==> src/rtl/macrow4_seq.sv <==
// macrow4 FP16 MAC-row sequencer: loads 4 weights, streams 4*nvec X elements and forwards results; enW/enX lag reads by 2 cycles.
// All outputs registered, no backpressure; MACROW4_SEQ_TIMEOUT_EN adds a DRAIN watchdog driving err_o.
module macrow4_seq #(
  parameter int ADDR_W  = 8,
  parameter int CNT_W   = 8,
  parameter int TIMEOUT = 64
) (
  input  logic              clk,
  input  logic              reset_n,
  input  logic              start_i,
  input  logic [ADDR_W-1:0] w_base_i,
  input  logic [ADDR_W-1:0] x_base_i,
  input  logic [CNT_W-1:0]  nvec_i,
  output logic              busy_o,
  output logic              done_o,
  output logic              err_o,
  output logic              mem_rd_o,
  output logic [ADDR_W-1:0] mem_addr_o,
  input  logic [15:0]       mem_rdata_i,
  output logic [3:0]        enW_o,
  output logic [15:0]       W_o,
  output logic              enX_o,
  output logic [15:0]       X_o,
  input  logic              mac_valid_i,
  input  logic [15:0]       mac_y_i,
  output logic              y_valid_o,
  output logic [15:0]       y_o,
  output logic [CNT_W-1:0]  y_idx_o
);

  typedef enum logic [2:0] {S_IDLE, S_LOADW, S_STREAMX, S_DRAIN, S_DONE} state_t;
  localparam int XC_W = CNT_W + 2;

  state_t            r_state, w_state_nxt;
  logic [XC_W-1:0]   r_cnt, w_cnt_nxt, w_xlast;
  logic              r_mem_rd, w_rd_nxt;
  logic [ADDR_W-1:0] r_mem_addr, w_addr_nxt, r_x_base;
  logic [CNT_W-1:0]  r_nvec, r_res_cnt, r_y_idx;
  logic              r_busy, r_done, w_start_acc, w_fwd, w_drain_ok, w_wd_expire;
  logic              r_p1_vld, r_p1_isx;
  logic [1:0]        r_p1_widx;
  logic [3:0]        r_enw;
  logic [15:0]       r_w, r_x, r_y;
  logic              r_enx, r_y_vld;

  assign w_xlast    = {r_nvec, 2'b00} - XC_W'(1);
  // The pipeline stage empty means the final enX is already on the outputs
  assign w_drain_ok = !r_p1_vld && (r_res_cnt == r_nvec);
  assign w_fwd      = mac_valid_i && (r_res_cnt < r_nvec) &&
                      ((r_state == S_LOADW) || (r_state == S_STREAMX) || (r_state == S_DRAIN));

  always_comb begin
    w_state_nxt = r_state;
    w_cnt_nxt   = r_cnt;
    w_rd_nxt    = 1'b0;
    w_addr_nxt  = r_mem_addr;
    w_start_acc = 1'b0;
    case (r_state)
      S_IDLE: begin
        if (start_i) begin
          w_start_acc = 1'b1;
          if (nvec_i == '0) begin
            w_state_nxt = S_DONE;
          end else begin
            w_state_nxt = S_LOADW;
            w_rd_nxt    = 1'b1;
            w_addr_nxt  = w_base_i;
            w_cnt_nxt   = '0;
          end
        end
      end
      S_LOADW: begin
        w_rd_nxt = 1'b1;
        if (r_cnt[1:0] == 2'd3) begin
          w_state_nxt = S_STREAMX;
          w_addr_nxt  = r_x_base;
          w_cnt_nxt   = '0;
        end else begin
          w_addr_nxt = r_mem_addr + ADDR_W'(1);
          w_cnt_nxt  = r_cnt + XC_W'(1);
        end
      end
      S_STREAMX: begin
        if (r_cnt == w_xlast) begin
          w_state_nxt = S_DRAIN;
        end else begin
          w_rd_nxt   = 1'b1;
          w_addr_nxt = r_mem_addr + ADDR_W'(1);
          w_cnt_nxt  = r_cnt + XC_W'(1);
        end
      end
      S_DRAIN: begin
        if (w_drain_ok || w_wd_expire) w_state_nxt = S_DONE;
      end
      S_DONE:  w_state_nxt = S_IDLE;
      default: w_state_nxt = S_IDLE;
    endcase
  end

  always_ff @(posedge clk or negedge reset_n) begin
    if (!reset_n) begin
      r_state    <= S_IDLE;
      r_cnt      <= '0;
      r_mem_rd   <= 1'b0;
      r_mem_addr <= '0;
      r_x_base   <= '0;
      r_nvec     <= '0;
      r_res_cnt  <= '0;
      r_busy     <= 1'b0;
      r_done     <= 1'b0;
      r_p1_vld   <= 1'b0;
      r_p1_isx   <= 1'b0;
      r_p1_widx  <= '0;
      r_enw      <= '0;
      r_w        <= '0;
      r_enx      <= 1'b0;
      r_x        <= '0;
      r_y_vld    <= 1'b0;
      r_y        <= '0;
      r_y_idx    <= '0;
    end else begin
      r_state    <= w_state_nxt;
      r_cnt      <= w_cnt_nxt;
      r_mem_rd   <= w_rd_nxt;
      r_mem_addr <= w_addr_nxt;
      if (w_start_acc) begin
        r_x_base <= x_base_i;
        r_nvec   <= nvec_i;
      end
      r_busy    <= (w_state_nxt != S_IDLE);
      r_done    <= (w_state_nxt == S_DONE);
      // Tag each read with its destination; data lands next cycle and is driven the one after
      r_p1_vld  <= r_mem_rd;
      r_p1_isx  <= (r_state == S_STREAMX);
      r_p1_widx <= r_cnt[1:0];
      r_enw     <= '0;
      r_enx     <= 1'b0;
      if (r_p1_vld) begin
        if (r_p1_isx) begin
          r_enx <= 1'b1;
          r_x   <= mem_rdata_i;
        end else begin
          r_enw <= 4'b0001 << r_p1_widx;
          r_w   <= mem_rdata_i;
        end
      end
      r_y_vld <= w_fwd;
      if (w_fwd) begin
        r_y     <= mac_y_i;
        r_y_idx <= r_res_cnt;
      end
      if (w_start_acc) r_res_cnt <= '0;
      else if (w_fwd) r_res_cnt <= r_res_cnt + CNT_W'(1);
    end
  end

`ifdef MACROW4_SEQ_TIMEOUT_EN
  localparam int WD_W = $clog2(TIMEOUT + 1);
  logic [WD_W-1:0] r_wd;
  logic            r_err;

  assign w_wd_expire = (r_state == S_DRAIN) && !w_drain_ok && !mac_valid_i &&
                       (r_wd == WD_W'(TIMEOUT - 1));

  always_ff @(posedge clk or negedge reset_n) begin
    if (!reset_n) begin
      r_wd  <= '0;
      r_err <= 1'b0;
    end else begin
      if ((r_state != S_DRAIN) || mac_valid_i) r_wd <= '0;
      else if (!w_wd_expire) r_wd <= r_wd + WD_W'(1);
      if (w_start_acc) r_err <= 1'b0;
      else if (w_wd_expire) r_err <= 1'b1;
    end
  end

  assign err_o = r_err;
`else
  assign w_wd_expire = 1'b0;
  // Constant 0: without the watchdog TIMEOUT has no effect
  assign err_o       = (TIMEOUT < 0);
`endif

  assign busy_o     = r_busy;
  assign done_o     = r_done;
  assign mem_rd_o   = r_mem_rd;
  assign mem_addr_o = r_mem_addr;
  assign enW_o      = r_enw;
  assign W_o        = r_w;
  assign enX_o      = r_enx;
  assign X_o        = r_x;
  assign y_valid_o  = r_y_vld;
  assign y_o        = r_y;
  assign y_idx_o    = r_y_idx;

endmodule

==> config.mk <==
export PLATFORM = sky130hd
export DESIGN_NAME = macrow4_seq
export DESIGN_NICKNAME = d
export VERILOG_FILES = /design/src/rtl/macrow4_seq.sv
export SDC_FILE = /design/constraint.sdc
export NUM_CORES = 1
export LEC_CHECK = 0
export CORE_UTILIZATION = 45
export DETAILED_ROUTE_END_ITERATION = 10
export GPL_ROUTABILITY_DRIVEN = 0
export PLACE_DENSITY = 0.79
export SYNTH_ARGS = -nofsm -noshare
export SYNTH_HDL_FRONTEND = slang
export SYNTH_SLANG_ARGS = --single-unit
==> constraint.sdc <==
create_clock -name clk -period 2.3 [get_ports clk]
set_clock_uncertainty 0.05 [all_clocks]
set_input_delay 0.46 -clock clk [delete_from_list [all_inputs] [get_ports clk]]
set_output_delay 0.46 -clock clk [all_outputs]
set_load 0.005 [all_outputs]
==> metrics.md, run 1 <==
| Metric | Value |
|---|---|
| Fraction of registers with async set/reset | `100.0%` |
| DIE HEIGHT | `110.6 um` |
| Finish-stage setup viols | `0` |
| CTS tree | `built` |
| Register bit count reported by yosys | `114` |
| GRT Total Usage | `a little over a fifth` |
| WP data required | `2540 ps` |
| Top cells by area, synth | `dfrtp_1 54%, mux2_2 12%, nand2_1 3.9%` |
| Critical path class | `flip-flop to flip-flop` |
| Post-synthesis sequential area ratio | `53.77%` |
| Final hold vios | `0` |
| Synth cell count leaders | `114 x dfrtp_1, 58 x mux2_2, 55 x nand2_1` |
| Seq pwr share | `31.5%` |
| DRT iter0 DRCs | `between 200 and 300` |
| Die area | `0.01223 mm2` |
| PnR Total Power | `around 11 mW` |
| Placed Cells incl. Taps | `~740` |
| Crit path max-delay family | `simple AND/OR/NAND/NOR gates` |
| Top achievable clock speed | `438.6 MHz` |
| Most area-hungry cell type in the Yosys netlist | `dfrtp_1` |
| Synth cell types | `56` |
| Min setup slack post-route | `20.24 ps` |
| Layout Utilization | `67.76%` |
| Root buffer cell | `clkbuf_16` |
| Area delta synth->final | `46.46%` |
| Critical-path cell list | `buf_4 > or3_4 > o21ai_2 > nor3b_4 > nand4_4 > o21ai_4 > mux2_4` |
| Post-synth EDFFs | `0` |
| Routed Wire Length | `12,800 um` |
| Syn_area_per_cell | `11.56 um2` |
| Power per cell area | `1396 mW/mm2` |
| DR vias | `4,326` |
| Clock sink count | `114` |
| Synth Flop Type | `dfrtp_1` |
| Diodes inserted | `0` |
| NumNets Final | `698` |
| Vias per cell | `between 5 and 6` |
| Clock share of power | `25.0%` |
| Worst path slowest cell | `or3_4` |
| Min-delay worst type | `flip-flop to flip-flop` |
| Leak | `around 3.4 nW` |
| IO Pins | `between 100 and 150` |
| Critical path launch point type | `flip-flop` |
| Mapped Cells | `459` |
| Num CTS Buffers | `17` |
| Number of non-filler instances in the completed layout | `781` |
| Crit share post-route | `99.12%` |
| Port buffer count | `132` |
| Clk buf depth | `2` |
| CP peak stage delay | `410 ps` |
| DP Worst Slack | `-355.4 ps` |
| Max-cap viol count | `0` |
| Net Count, Synth | `between 500 and 600` |
| Status | `complete, no violations` |
| RSZ-0062 raised after global routing | `yes` |
| GRT Residual Overflow | `0` |
| Initial antenna violation count | `0` |
| Maximum VDD drop | `0.7445 mV` |
| Internal | `7.378 mW` |
| Slew Limit Fails | `0` |
| Layout cells sized above 1 | `24.45%` |
| Sw Ratio | `31.99%` |
| Die width | `110.6 um` |
| Worst-margin pin slew | `725.8 ps` |
| Pre-Repair DR Iteration Count | `7` |
| Yosys warning count | `0` |
| Post-layout min period | `between 2000 and 2500 ps` |
| Final ANT Viol Nets | `0` |
| DRC errors left | `0` |
| Htree depth | `4` |
| Wire length per cell | `16.38 um` |
| Post-DP HPWL | `9008 um` |
| Core Area | `0.01147 mm2` |
| Most frequent cell after synthesis | `dfrtp_1` |
| Switching power | `3.470 mW` |
| Number of global-route vias before repair | `about 4,300` |
| Largest net degree at the start of global routing | `43` |
| Largest fanout on the critical path | `6` |
| Buf/Inv on CP | `1` |
| Yosys top cell area share | `about 54%` |
| Starting Density | `a little under half` |
| Row count | `39` |
| Clock Latency Late Sink | `410 ps` |
| WP data arrival | `2520 ps` |
| CTS clk-pin slew, worst paths | `approximately 50 ps` |
| Min Hold Slack | `326.9 ps` |
| CP Capture Type | `flip-flop` |
| Global-route wire length before repair | `21,070 um` |
| Synth Cell Area | `about 0.0053 mm2` |
| Slew margin rel. | `between 50 and 60%` |
| Combinational share of power | `a little over two fifths` |
registers in the layout, summed over array words and instances (netlist names):
register    cells
y_o            16
r_p1_isx        1
y_valid_o       1
enX_o           1
done_o          1
enW_o           4
r_nvec          8
r_p1_widx       2
r_state         3
X_o            16
W_o            16
busy_o          1
r_res_cnt       8
r_x_base        8
mem_rd_o        1
r_p1_vld        1
y_idx_o         8
mem_addr_o      8
r_cnt          10
worst paths after layout:
check                                      start                   end  slack, ps  depth (start not counted)
setup / recovery           r_nvec[1]$_DFFE_PN0P_  r_cnt[0]$_DFFE_PN0P_         20                          7
hold / removal                mem_rd_o$_DFF_PN0_    r_p1_vld$_DFF_PN0_        330                          0
setup reg to reg           r_nvec[1]$_DFFE_PN0P_  r_cnt[0]$_DFFE_PN0P_         20                          7
hold reg to reg               mem_rd_o$_DFF_PN0_    r_p1_vld$_DFF_PN0_        330                          0
max in group asynchronous                reset_n  r_cnt[2]$_DFFE_PN0P_       1050                          3
min in group asynchronous                reset_n   y_o[14]$_DFFE_PN0P_        480                          2
stage by stage:
stage / setup TNS [ps] / cell area (um2)
5_1_grt: -851.7 / 7770
3_5_place_dp: -5182 / 6933
4_1_cts: -7.328 / 7594
6_report: 0 / 7770
2_1_floorplan: 0 / 5305
3_3_place_gp: -4561 / 6933
worst register-to-register path, stage by stage, from the launching register on:
cell,delay (ps)
dfrtp_1,370
buf_4,130
or3_4,410
o21ai_2,150
nor3b_4,240
nand4_4,160
o21ai_4,330
mux2_4,330
per-layer routing:
metal	up-vias	global-route usage (%)	routed length [um]
li1	1984	-	-
met1	2123	27.88	5564
met2	194	34.49	6144
met3	25	5.928	865
met4	0	7.556	221
met5	-	0	0
power by group through the flow:
| stage | sequential (mW) | combinational [mW] | clock (mW) |
|---|---|---|---|
| after floorplan | 3.36 | 2.30 | 0 |
| after global placement | 3.38 | 4.23 | 0 |
| after detailed placement | 3.43 | 4.38 | 0 |
| after CTS | 3.41 | 4.47 | 2.76 |
| after global routing | 3.54 | 5.11 | 2.85 |
| final | 3.42 | 4.72 | 2.71 |
cells in the final DEF, fill, tap and decap left out, types with 4 or more instances in the layout:
master,count
buf_6,4
clkdlybuf4s50_1,131
nor2_1,12
mux2i_1,12
or3_1,4
nand2_1,52
nand2b_1,9
inv_1,19
xnor2_1,5
clkbuf_8,5
o221ai_2,4
nand3_1,14
ha_1,12
o2bb2ai_1,6
dfrtp_1,114
nand4_1,7
clkinv_2,4
xor2_1,4
nor3_1,6
and3_1,6
clkbuf_16,17
or2_2,6
a21oi_1,9
buf_4,27
mux2_2,56
o21ai_0,16
nor2b_1,5
a222oi_1,5
cell type report:
cell class	count	area, um2
clock buffers	23	498.0
clock inverters	9	126.4
fillers	825	3697
inverters	20	75.07
multi-input cells	307	2430
flip-flops and latches	114	2853
well taps	143	178.9
repair buffers	165	1609
repair_timing:
action	CTS	global route
pin swaps	1	13
buffers inserted	0	6
gates cloned	0	1
resized for setup	6	27
endpoints found under the setup margin	38	45
endpoints found under the hold margin	27	0
hold buffers	1	0
logic make-up after synthesis:
family	synth area share (%)
and+or+nand+nor	14.39
DFF	53.77
muxes	14.86
AOI/OAI and AO/OA	9.222
buffers and inverters	3.137
adders and majority gates	3.066
xor gates and xnor gates	1.486
other	0.07069
No activity file was read; power rests on OpenSTA's default activity.
==> run 2, diff against run 1 <==
--- a/config.mk
+++ b/config.mk
@@ -12,3 +12,4 @@
 export SYNTH_ARGS = -nofsm -noshare
 export SYNTH_HDL_FRONTEND = slang
 export SYNTH_SLANG_ARGS = --single-unit
+export TNS_END_PERCENT = 1
==> run 2 against run 1 <==
Sequential share of layout area grew 0.29 points. Critical path type unchanged. Largest power group unchanged. Non-clock buffer count shrank 4. Clock power hardly changed. Worst hold slack improved by 0.56 ps. Sequential cell count stayed put.
==> metrics.md, run 2 (same netlist as run 1, synthesis figures left out) <==
| Metric | Value |
|---|---|
| Slew Limit Fails | `0` |
| PnR Total Power | `10.78 mW` |
| Root buffer cell | `clkbuf_16` |
| Row count | `39` |
| Routed Wire Length | `12,530 um` |
| CTS clk-pin slew, worst paths | `50 ps` |
| Sw Ratio | `about a third` |
| Seq pwr share | `about a third` |
| CP peak stage delay | `~420 ps` |
| Global-route wire length before repair | `between 20,000 and 25,000 um` |
| Clk buf depth | `2` |
| DIE HEIGHT | `approximately 110 um` |
| Largest net degree at the start of global routing | `43` |
| Core Area | `0.01147 mm2` |
| RR Startpoint | `r_nvec[0]$_DFFE_PN0P_` |
| Post-DP HPWL | `9008 um` |
| Initial antenna violation count | `0` |
| Hold endpoint | `r_p1_vld$_DFF_PN0_` |
| Max-cap viol count | `0` |
| Final ANT Viol Nets | `0` |
| Hold_sp | `mem_rd_o$_DFF_PN0_` |
| Top achievable clock speed | `436.7 MHz` |
| Num CTS Buffers | `17` |
| Htree depth | `4` |
| Combinational share of power | `43.1%` |
| Status | `complete, no violations` |
| Area delta synth->final | `45.31%` |
| Post-layout min period | `2290 ps` |
| Reg2reg end | `r_cnt[1]$_DFFE_PN0P_` |
| Wire length per cell | `16.12 um` |
| GRT Residual Overflow | `0` |
| Port buffer count | `132` |
| WP data arrival | `2530 ps` |
| Worst path slowest cell | `dfrtp_1` |
| Buf/Inv on CP | `1` |
| Critical-path cell list | `buf_6 > or3_4 > o21ai_2 > nor3b_4 > nand4_4 > o21ai_4 > mux2_2` |
| Finish-stage setup viols | `0` |
| Clock Latency Late Sink | `~400 ps` |
| Crit share post-route | `roughly 100%` |
| Worst-margin pin slew | `726.0 ps` |
| CTS tree | `built` |
| Critical path launch point type | `flip-flop` |
| Pre-Repair DR Iteration Count | `5` |
| Slew margin rel. | `51.49%` |
| DRT iter0 DRCs | `approximately 250` |
| Diodes inserted | `0` |
| Die width | `~110 um` |
| Fillcell total | `approximately 840` |
| Layout cells sized above 1 | `between 20% and 30%` |
| Crit path max-delay family | `simple AND/OR/NAND/NOR gates` |
| WP data required | `2540 ps` |
| Switching power | `3.443 mW` |
| Die area | `0.01223 mm2` |
| Min-delay worst type | `flip-flop to flip-flop` |
| Worst reg2reg path depth | `7` |
| Maximum VDD drop | `0.7434 mV` |
| NumNets Final | `694` |
| Fin area | `0.007709 mm2` |
| Largest fanout on the critical path | `6` |
| FF-to-FF setup slack | `10 ps` |
| Most frequent cells in the layout | `131 x clkdlybuf4s50_1, 114 x dfrtp_1, 57 x mux2_2` |
| Critical path depth | `7` |
| Final hold vios | `0` |
| Most common cell after layout, fill and taps aside | `clkdlybuf4s50_1` |
| DRC errors left | `0` |
| Clock share of power | `25.2%` |
| Power per cell area | `around 1400 mW/mm2` |
| RSZ-0062 raised after global routing | `yes` |
| Post-Place Cell Area | `approximately 0.0069 mm2` |
| Number of global-route vias before repair | `4,331` |
| Internal | `7.337 mW` |
| Clock sink count | `114` |
| IO Pins | `134` |
| Critical path class | `flip-flop to flip-flop` |
| CP Capture Type | `flip-flop` |
| GRT Total Usage | `a little over a fifth` |
| Starting Density | `46.26%` |
| Leak | `3.377 nW` |
| DR vias | `4,262` |
| Hold Path Cell Cnt | `0` |
| Vias per cell | `about 5.5` |
[run 2: cell types whose count changed in the layout (fill, tap and decap cells not counted), sizes merged]
cell	delta
buf	-4
[run 2: power groups by stage]
| stage | clock network (mW) | logic, mW | registers (mW) |
|---|---|---|---|
| final | 2.71 | 4.64 | 3.42 |
| after CTS | 2.76 | 4.47 | 3.41 |
| after global placement | 0 | 4.23 | 3.38 |
| after global routing | 2.85 | 5.03 | 3.54 |
| after detailed placement | 0 | 4.38 | 3.43 |
| after floorplan | 0 | 2.30 | 3.36 |
[run 2: routing by layer]
| metal | routed length [um] | track usage [%] | up-vias |
|---|---|---|---|
| met5 | 0 | 0 | - |
| met1 | 5567 | 27.88 | 2115 |
| li1 | - | - | 1971 |
| met4 | 166 | 7.556 | 0 |
| met3 | 719 | 5.928 | 19 |
| met2 | 6076 | 34.49 | 157 |
[run 2: worst max path at each step]
stage / from / to / slack, ps
4_1_cts: r_nvec[0]$_DFFE_PN0P_ / r_cnt[4]$_DFFE_PN0P_ / -5
6_report: r_nvec[0]$_DFFE_PN0P_ / r_cnt[1]$_DFFE_PN0P_ / 10
2_1_floorplan: r_nvec[5]$_DFFE_PN0P_ / y_o[10]$_DFFE_PN0P_ / 0.8
3_3_place_gp: nvec_i[5] / r_cnt[0]$_DFFE_PN0P_ / -340
5_1_grt: r_nvec[0]$_DFFE_PN0P_ / r_cnt[1]$_DFFE_PN0P_ / -70
3_5_place_dp: nvec_i[5] / r_cnt[0]$_DFFE_PN0P_ / -360
[run 2: metrics by stage]
stage | std cells | utilization (%) | worst slack [ps] | hold slack (ps) | setup TNS [ps]
after floorplan | 459 | - | 0.8078 | 114.4 | 0
after global placement | 741 | 60.46 | -338.3 | 315.4 | -4561
after detailed placement | 741 | 60.46 | -355.4 | 313.0 | -5182
after CTS | 774 | 66.22 | -5.260 | 328.9 | -7.328
after global routing | 777 | 67.22 | -70.85 | 350.4 | -292.5
final | 777 | 67.22 | 10.14 | 327.4 | 0
[run 2: cell type report]
class,count,area (um2),area share [%]
Clock buffer,23,498.0,6.460
Clock inverter,9,126.4,1.639
Timing Repair Buffer,161,1575,20.43
Multi-Input combinational cell,307,2402,31.16
Sequential cell,114,2853,37.01
Tap cell,143,178.9,2.321
Inverter,20,75.07,0.9739
[run 2: what timing repair did]
item,CTS,global route
endpoints found under the setup margin,38,45
pin swaps,1,6
endpoints found under the hold margin,27,0
resized for setup,6,19
hold buffers,1,0
setup buffers,0,3
[run 2: worst register-to-register path: stages (launching register included)]
cell and delay [ps]:
dfrtp_1 420, buf_6 130, or3_4 410, o21ai_2 130, nor3b_4 240, nand4_4 140, o21ai_4 310, mux2_2 370
